File: src/rtl/uart_bus_master.sv
// uart_bus_master: turns a UART byte stream into single 32-bit peripheral bus
// reads/writes and answers through the UART transmitter byte interface.
//   Packets (MSB first): write = 57 a3 a2 a1 a0 d3 d2 d1 d0, read = 52 a3 a2 a1 a0.
//   Replies: ACK_BYTE after a write, 4 data bytes after a read, NAK_BYTE for an
//   unknown command byte.
// Ports:
//   clk, reset (sync, active-high)
//   rx_data/rx_valid (receiver byte strobe)
//   tx_data/tx_start/tx_busy (transmitter handshake)
//   rd/wr/addr/wdata/rdata (bus initiator)
//   busy (engine not idle)
module uart_bus_master #(
  parameter int         TIMEOUT  = 1000000,
  parameter logic [7:0] ACK_BYTE = 8'h4B,
  parameter logic [7:0] NAK_BYTE = 8'h3F
) (
  input  logic        clk,
  input  logic        reset,
  input  logic [7:0]  rx_data,
  input  logic        rx_valid,
  output logic [7:0]  tx_data,
  output logic        tx_start,
  input  logic        tx_busy,
  output logic        rd,
  output logic        wr,
  output logic [31:0] addr,
  output logic [31:0] wdata,
  input  logic [31:0] rdata,
  output logic        busy
);

  localparam int TW = $clog2(TIMEOUT + 1);

  typedef enum logic [2:0] {IDLE, ADDR, DATA, BUS, SEND, SEND_WAIT} state_t;

  state_t          state, state_nxt;
  logic            op_wr;
  logic [1:0]      byte_cnt;
  logic [TW-1:0]   tmo_cnt;
  logic [31:0]     tx_shift;   // response bytes, MSB goes out first
  logic [2:0]      tx_left;    // bytes still to transmit, including current
  logic            start_q;    // first SEND_WAIT cycle: tx_busy not yet valid
  logic            tmo_hit;

  assign tmo_hit = (tmo_cnt == TW'(TIMEOUT - 1));
  // Current byte sits in the top of the shift register and only moves once the
  // transmitter has finished it, so tx_data is stable for the whole transfer.
  assign tx_data = tx_shift[31:24];

  always_ff @(posedge clk) begin
    if (reset) state <= IDLE;
    else       state <= state_nxt;
  end

  always_comb begin
    state_nxt = state;
    rd        = 1'b0;
    wr        = 1'b0;
    tx_start  = 1'b0;
    busy      = (state != IDLE);
    case (state)
      IDLE: begin
        if (rx_valid) begin
          if (rx_data == 8'h57 || rx_data == 8'h52) state_nxt = ADDR;
          else                                      state_nxt = SEND;
        end
      end
      ADDR: begin
        // A byte arriving on the expiry cycle takes priority over the timeout.
        if (rx_valid) begin
          if (byte_cnt == 2'd3) state_nxt = op_wr ? DATA : BUS;
        end else if (tmo_hit) begin
          state_nxt = IDLE;
        end
      end
      DATA: begin
        if (rx_valid) begin
          if (byte_cnt == 2'd3) state_nxt = BUS;
        end else if (tmo_hit) begin
          state_nxt = IDLE;
        end
      end
      BUS: begin
        rd        = ~op_wr;
        wr        = op_wr;
        state_nxt = SEND;
      end
      SEND: begin
        if (!tx_busy) begin
          tx_start  = 1'b1;
          state_nxt = SEND_WAIT;
        end
      end
      SEND_WAIT: begin
        if (!start_q && !tx_busy) state_nxt = (tx_left == 3'd1) ? IDLE : SEND;
      end
      default: state_nxt = IDLE;
    endcase
  end

  always_ff @(posedge clk) begin
    if (reset) begin
      op_wr    <= 1'b0;
      byte_cnt <= '0;
      tmo_cnt  <= '0;
      addr     <= '0;
      wdata    <= '0;
      tx_shift <= '0;
      tx_left  <= '0;
      start_q  <= 1'b0;
    end else begin
      start_q <= tx_start;
      case (state)
        IDLE: begin
          if (rx_valid) begin
            op_wr    <= (rx_data == 8'h57);
            byte_cnt <= '0;
            tmo_cnt  <= '0;
            if (rx_data != 8'h57 && rx_data != 8'h52) begin
              tx_shift <= {NAK_BYTE, 24'h0};
              tx_left  <= 3'd1;
            end
          end
        end
        ADDR: begin
          if (rx_valid) begin
            addr     <= {addr[23:0], rx_data};
            byte_cnt <= byte_cnt + 2'd1;   // wraps to 0 ready for DATA
            tmo_cnt  <= '0;
          end else begin
            tmo_cnt  <= tmo_cnt + 1'b1;
          end
        end
        DATA: begin
          if (rx_valid) begin
            wdata    <= {wdata[23:0], rx_data};
            byte_cnt <= byte_cnt + 2'd1;
            tmo_cnt  <= '0;
          end else begin
            tmo_cnt  <= tmo_cnt + 1'b1;
          end
        end
        BUS: begin
          if (op_wr) begin
            tx_shift <= {ACK_BYTE, 24'h0};
            tx_left  <= 3'd1;
          end else begin
            tx_shift <= rdata;
            tx_left  <= 3'd4;
          end
        end
        SEND_WAIT: begin
          if (!start_q && !tx_busy) begin
            tx_shift <= {tx_shift[23:0], 8'h00};
            tx_left  <= tx_left - 3'd1;
          end
        end
        default: ;
      endcase
    end
  end

endmodule

File: config.mk
export PLATFORM = sky130hd
export DESIGN_NAME = uart_bus_master
export DESIGN_NICKNAME = d
export VERILOG_FILES = /design/src/rtl/uart_bus_master.sv
export SDC_FILE = /design/constraint.sdc
export NUM_CORES = 1
export LEC_CHECK = 0
export CAP_MARGIN = 20
export CORE_MARGIN = 3
export CORE_UTILIZATION = 30
export DETAILED_ROUTE_END_ITERATION = 10
export GPL_TIMING_DRIVEN = 1
export SLEW_MARGIN = 5
export SYNTH_ARGS = -nofsm -noshare
export SYNTH_HDL_FRONTEND = slang
export SYNTH_SLANG_ARGS = --single-unit
File: constraint.sdc
create_clock -name clk -period 2.9 [get_ports clk]
set_clock_uncertainty 0.15 [all_clocks]
set_input_delay 0.29 -clock clk [delete_from_list [all_inputs] [get_ports clk]]
set_output_delay 0.29 -clock clk [all_outputs]
set_load 0.01 [all_outputs]
# After elaboration in Yosys (flattened, before gate mapping)

Index checks and enable logic that the tools add are counted.
W data, S select, Z words.

Bits in registers: 126
Bits in latches: 0
Memory bits (writable): 0
Memory bits (read-only): 0
Input bits: 44
Memories kept: 0

$add $sub $neg: 3
$mul: 0
Div/mod/pow operators: 0
Magnitude comparators: 0
Eq/ne operators: 19
Shift-type cells: 0
Multiplexer cells: 32
Bitwise operators: 1
Reductions and logical operators: 17

Operators with widths:

| cell                    | count |
|---|---|
| $mux W32                | 4 |
| $pmux W32 S3            | 1 |
| $mux W3                 | 14 |
| $mux W20                | 2 |
| $pmux W20 S2            | 1 |
| $add A20 B1 Y20 const B | 1 |
| $eq A20 B20 Y1 const B  | 1 |
| $pmux W3 S6             | 1 |
| $eq A8 B7 Y1 const B    | 2 |
| $ne A8 B7 Y1 const B    | 2 |
| $pmux W3 S3             | 1 |
| $ne A2 B2 Y1 const B    | 4 |
| $reduce_and A2 Y1       | 4 |
| $eq A3 B1 Y1 const B    | 2 |
| $eq A3 B2 Y1 const B    | 2 |
| $eq A3 B3 Y1 const B    | 2 |
| $ne A3 B3 Y1 const B    | 2 |
| $reduce_bool A3 Y1      | 2 |
| $mux W1                 | 5 |
| $reduce_and A5 Y1       | 1 |
| $mux W2                 | 2 |
| $pmux W2 S2             | 1 |
| $reduce_and A4 Y1       | 1 |
| $logic_not A3 Y1        | 1 |
| 11 further kinds        | 13 |

# Depth between registers and ports, before layout

Word-level depth: 5
Mapped depth: 9
Depth with buffers taken out: 6

# Worst setup path before layout

Ideal clock, no wire load.

Path type: flip-flop to flip-flop
From: register state[1]
To: register tx_left[0]
Arrival: 1.928 ns
Path slack: 0.695 ns
Stages on the path, launching flop included: 9
Path buffers: 3
Clock period less this slack: 2.205 ns
Cells stage by stage: dfxtp_1 buf_6 or3_4 or4_4 and2_4 buf_6 buf_6 o22ai_2 nor2_1

Longest elaborated chain between the ends: 3
Elaborated cells between the ends (all ways): 9
Classes of those cells: 5 x eq/ne; 1 x mux; 3 x reduce/logical

Ends and longest elaborated chain:

| item                                                                | RTL line | source |
|---|---|---|
| start: declaration                                                  | 36       | `state_t state, state_nxt;` |
| start signal: assignment                                            | 52       | `else state <= state_nxt;` |
| $eq A3 B3 Y1, or another cell as far along                          | 113      | `case (state)` |
| $ne A2 B2 Y1 (no source line) or $reduce_bool A3 Y1 (tied branches) | --       |  |
| $reduce_and A4 Y1 (no source line)                                  | --       |  |
| end signal: assignment                                              | 155      | `tx_left <= tx_left - 3'd1;` |
| end: declaration                                                    | 41       | `logic [2:0] tx_left;` |

Parallel ways exist; a longest one is shown, timed or not.
A chain may end at the register's enable or synchronous reset.

# Worst setup path in the final report

From: register state[0]
To: output tx_start

Longest elaborated chain between the ends: 2

Ends and longest elaborated chain:

| item             | RTL line | source |
|---|---|---|
| $eq A3 B3 Y1     | 61       | `case (state)` |
| $mux W1          | 61       |  |
| end: declaration | 22       | `output logic tx_start,` |

No other way between the ends.

==> results.txt <==
----------------------------------------------------
[Synth]
  Most used flip-flop cell after synthesis ... dfxtp_1
  Syn nets ... 715
  Avg Cell Area, Syn ... 8.03 um2
  Warnings from Yosys ... 0
  Number of synthesized flops with an enable pin ... 0
  Synth cell types ... 54
  Seq/Total Area, Yosys ... between 40% and 50%
  Seq cells post-synth ... between 100 and 150
  Netlist area before placement ... about 0.0054 mm2
  Fraction of synthesis flops using an asynchronous set or reset pin ... 0%
  Number of instances in the synthesized netlist ... 667

[Placement]
  Pre-CTS worst setup slack ... ~370 ps
  DPL Wire Length ... just under 10000 um
  Routability-driven placement congestion ratio ... around 0.82
  Placed cell count ... 975
  Count of input and output buffers ... roughly 120

[Worst setup path]
  Worst EP arrival ... approximately 2000 ps
  Critical path endpoint category ... primary output
  Maximum fanout encountered on the critical timing path ... 15
  Launch instance of the worst register-to-register path ... state[2]
  Worst path max stage delay ... roughly 580 ps
  WP data required ... around 2500 ps
  Critical path, cell by cell ... buf_4, buf_4, nor3_1, clkdlybuf4s50_1
  Type of the worst setup path ... flop to primary output
  CP most frequent cell ... buf_4
  Cell with the largest stage delay on the worst path ... clkdlybuf4s50_1
  Critical Path Start ... state[0]
  CP startpoint kind ... flop

[Finish]
  Fraction of final layout cells sized beyond drive strength 1 ... ~7.7%
  Net count, final ... about 800
  Most common library cell in the layout ignoring fill and taps ... nand2_1
  Share of the core filled with cells in the final layout ... 41.9%
  Count of non-filler cells in the finished layout ... between 1000 and 1500
  Total inserted antenna cells ... 0
  Area growth from synthesis to final layout ... 35.9%
  Leading cell types in the layout, fill and taps excluded ... 158 x nand2_1, 126 x dfxtp_1, 118 x clkdlybuf4s50_1, 82 x a21oi_1, 59 x nor2_1

[Pwr]
  Power spent charging and discharging nets ... between 1 and 1.5 mW
  Switching fraction of total power ... around a quarter
  Clock network fraction of total power ... around 47%
  Portion of total power attributed to sequential cells ... 41.4%
  Part of the total power dissipated in combinational logic ... about an eighth
  VDD IR-drop max ... between 0.4 and 0.5 mV
  Int Power ... between 3 and 4 mW
  Leakage ... 2.43 nW
  PwrDens ... between 600 and 700 mW/mm2

[CTS]
  Clock insertion delay at the later pin of the skew report ... just over 400 ps
  Number of cells upsized or downsized after cts ... 0
  H-tree levels ... 4
  Number of buffers inserted by hold repair at cts ... 0
  Post-CTS setup buffer count ... 0
  Clock Tree Buf Depth ... 2
  TritonCTS Buffers ... 17
  TritonCTS clock tree ... built
  Clock-pin slew on the worst setup and hold paths ... ~60 ps
  Total number of clock tree sinks ... between 100 and 150
  Clock tree root driver cell ... clkbuf_16

[GRT]
  Number of antenna violations at the first check in global routing ... 0
  Vias in the first global route ... roughly 4500
  Global-route usage over all layers ... between 10% and 20%
  Gr ovfl total ... 0
  Wire length of the first global-routing pass ... ~24000 um
  Largest net degree at the start of global routing ... 60

[Drt]
  Via density per instance ... 4.87
  Drt total wl ... roughly 15000 um
  Via total after detailed routing ... 4893
  DRC ... 0
  Count of routing violations after the opening detailed-route iteration ... about 310
  Wire length per cell ... around 15 um
  Antenna-violating nets left ... 0
  Detailed-router iteration count before antenna repair ... 5

[STA]
  Relative slew margins ... about 55%
  Final critical path time including I/O delays and setup ... around 2500 ps
  Final number of hold-violating endpoints ... 0
  RSZ-0062 raised after global routing ... false
  # setup viols final ... 0
  Slew at the pin closest to its max-slew limit ... between 600 and 700 ps
  Max Freq ... around 0.40 GHz
  Share of the clock period used by the worst path ... between 80% and 90%
  Final setup slack of the worst path ... 419 ps
  Number of max-slew violations in the final report ... 0
  Accumulated negative setup slack ... 0 ps

[Floorplan]
  Initial core utilization ... a little under a third
  Row count ... 48
  Core Area ... 0.0174 mm2
  Die boundary height ... 140 um
  Total I/O pin count ... 120
  Area enclosed by the die boundary ... ~0.019 mm2
  Die X ... about 140 um

[Worst hold path]
  Min-delay worst type ... input pin to flop
  Hold Crit Start ... reset

[Status]
  Status ... completed

[Flow run]
  Count of max-cap constraint violations ... 0

----------------------------------------------------
-- metrics by stage --
step           area, um2  hold WS (ps)  power [mW]
6_report            7280           230        4.45
5_1_grt             7280           240        4.65
4_1_cts             7280           214        4.51
3_5_place_dp        6700           297        2.41
3_3_place_gp        6700           292        2.41
2_1_floorplan       5360           276        2.23
-- routing by layer --
| layer | GRT usage, % | vias up | wire length, um |
|---|---|---|---|
| met5 | 0 | - | 0 |
| met4 | 3.42 | 0 | 97 |
| met3 | 4.54 | 5 | 610 |
| met2 | 23.9 | 83 | 7030 |
| met1 | 19.7 | 2291 | 6910 |
| li1 | - | 2514 | - |
-- flip-flops by register name, indices dropped and copies added (netlist names) --
signal    count
wdata        32
addr         32
start_q       1
op_wr         1
state         3
tx_shift     32
byte_cnt      2
tx_left       3
tmo_cnt      20
-- power groups by stage --
stage | combinational [mW] | sequential, mW | clock [mW]
floorplan | 0.366 | 1.86 | 0
global placement | 0.528 | 1.88 | 0
detailed placement | 0.531 | 1.88 | 0
CTS | 0.532 | 1.85 | 2.13
global route | 0.587 | 1.85 | 2.21
finish | 0.529 | 1.85 | 2.08
-- final timing paths --
check        depth (start not counted)     endpoint  slack (ps)
min reg2reg                          2     addr[27]         300
max                                  4     tx_start         420
min                                  2        op_wr         230
max reg2reg                          7  tx_shift[8]         610
-- Yosys cell counts, drive strengths merged, types with 4 or more instances --
master,number,area [um2]
xnor2,11,96.3
nand3,12,60.1
nor2,60,228
a22oi,9,67.6
nor4,8,50.1
a21oi,82,410
clkbuf,34,128
inv,6,22.5
dfxtp,126,2520
a221oi,20,175
nor2b,7,43.8
ha,4,50.1
buf,21,164
nand2,158,593
o21ai,11,55.1
xor2,4,35.0
nor3,42,220
or3,4,30.0
-- critical path: cells and delay by family (launching register included) --
| family | cells | cell delay (ps) |
|---|---|---|
| flops | 1 | 430 |
| simple gates | 1 | 210 |
| buf+inv | 3 | 1000 |
-- logic make-up (layout without fill, tap and decap cells) --
group                      after synthesis  in the layout  share of synthesized area, %
adders and majority gates                4              4                         0.935
muxes                                    2              2                         0.421
xor gates and xnor gates                15             15                          2.45
buffers and inverters                   61            173                          5.86
DFF                                    126            126                          47.1
AOI/OAI and AO/OA                      147            147                          17.3
and+or+nand+nor                        312            312                          25.9
-- layout make-up --
class / instances / area (um2)
tap: 225 / 282
timing repair buffer: 138 / 1340
fill: 1754 / 10100
clock buffer: 23 / 488
sequential: 126 / 2520
clock inverter: 6 / 85.1
multi-input combinational: 480 / 2530
inverter: 6 / 22.5
(Power assumes the default switching activity.)
==> patch: new RTL, same flow settings <==
The parameter `TIMEOUT` goes from 1000000 to 4000000.
--- a/src/rtl/uart_bus_master.sv
+++ b/src/rtl/uart_bus_master.sv
@@ -10,7 +10,7 @@
 //   rd/wr/addr/wdata/rdata (bus initiator)
 //   busy (engine not idle)
 module uart_bus_master #(
-  parameter int         TIMEOUT  = 1000000,
+  parameter int         TIMEOUT  = 4000000,
   parameter logic [7:0] ACK_BYTE = 8'h4B,
   parameter logic [7:0] NAK_BYTE = 8'h3F
 ) (
Function: same outputs for any inputs over 4 cycles, from zero or initial values and one cycle with reset high; that may be too few to reach the edited logic, so the function may still have changed.
==> patch against the original RTL <==
Register-to-register slack got worse by 0.10 ns; setup slack got worse by 0.19 ns; cell area rose by 5.5%; power rose by 1.4%; area after synthesis rose by 7.2%; die area rose by 6.9%; sequential cell count rose by 2; wire length rose by 8.1%.
==> patch: results (changes against the original RTL) <==
Status: finished clean
Syn Area/Cell: 8.19 um^2 (+2.0%)
Placement Cell Area: 7070 um^2 (+5.4%)
Number of vias per cell after detailed routing: 5.00 (+2.7%)
Source of the worst hold timing path: rdata[5]
Starting DRC count in detailed routing: 348 (+13%)
Final wirelength: 15800 um (+8.1%)
Multiplexer fraction of the synthesized cell area: 0.567% (+0.15 points)
XOR/XNOR share of the synthesized area: 0.915% (-1.5 points)
Leading cell types by total area after synthesis: dfxtp_1 (45%), nand2_1 (10%), a21oi_1 (9.9%), a211oi_1 (2.6%), o21ai_0 (2.4%)
Post-Synth Adder-Cell Area: 0.872% (-0.063 points)
Global-route wire length before repair: 25400 um (+6.7%)
IR Drop Worst-Case VDD: 0.000364 V (-14%)
HPWL after DPL: 10800 um (+9.6%)
Layout Nets: 845 (+3.4%)
Fillers: 1870 (+6.6%)
Routed length on met3: 830 um (+36%)
Worst Setup Slack post-DPL: 0.322 ns (-0.0448 ns)
Fin area: 7680 um^2 (+5.5%)
Power Density: 588 nW/um^2 (-3.9%)
Fraction of power consumed by combinational cells: 10.1% (-1.8 points)
Worst min-delay path class: in -> reg
Data arrival time at the worst-slack endpoint: 2.23 ns (+0.19 ns)
GR met1 Demand/Resource: 20.9% (+1.2 points)
Met3 track demand over resource in global routing: 4.40% (-0.14 points)
Leakage component of the power: 0.00251 uW (+3.2%)
Tot GR Track Use: 15.2% (+0.38 points)
Post-Synthesis Net Count: 749 (+4.8%)
Share of the yosys chip area belonging to registers: 44.6% (-2.5 points)
Filler-free cell count of the finished design: 1039 (+3.5%)
Final RePlAce weighted congestion: 0.777 (-5.7%)
Relative slew margins: 45.5% (-9.9 points)
Post-route met1 wirelength: 7420 um (+7.4%)
Clock power share: 48.7% (+2.0 points)
Number of distinct standard cells referenced by the synthesized netlist: 64 (+19%)
Number of search-and-repair iterations in the first detailed-routing pass: 4 (-1)
Post-synth top cells: nand2_1 (159), dfxtp_1 (128), a21oi_1 (114)
Met2 WL post-DR: 7200 um (+2.4%)
Proportion of layout cells with a drive suffix above 1: 8.52% (+0.82 points)
Critical path fanouts, max: 13 (-2)
Vias in the first global route: 4918 (+9.0%)
-- patch: changes by cell type after synthesis, moves of 17 or more --
cell | unedited run | this run
a21oi_1 | 82 | 114
buf_2 | 2 | 21
nor3_1 | 40 | 11
a211oi_1 | 0 | 20
nor2_1 | 59 | 14
o21ai_0 | 11 | 28
-- patch: cell type report --
cell class                      count  area share, %
Clock inverter                     15           2.38
Clock buffer                       17           5.54
Sequential cell                   128           33.4
Multi-Input combinational cell    497           36.7
Inverter                           14          0.684
Tap cell                          229           3.73
Timing Repair Buffer              139           17.6
-- patch: worst paths after layout --
kind | to | slack (ns) | cells past startpoint
worst min register to register | wdata[25]$_SDFFE_PP0P_ | 0.30 | 2
worst min-delay path | tx_shift[5]$_SDFFE_PP0P_ | 0.27 | 3
worst max-delay path | tx_start | 0.23 | 3
worst max register to register | tx_shift[26]$_SDFFE_PP0P_ | 0.51 | 5
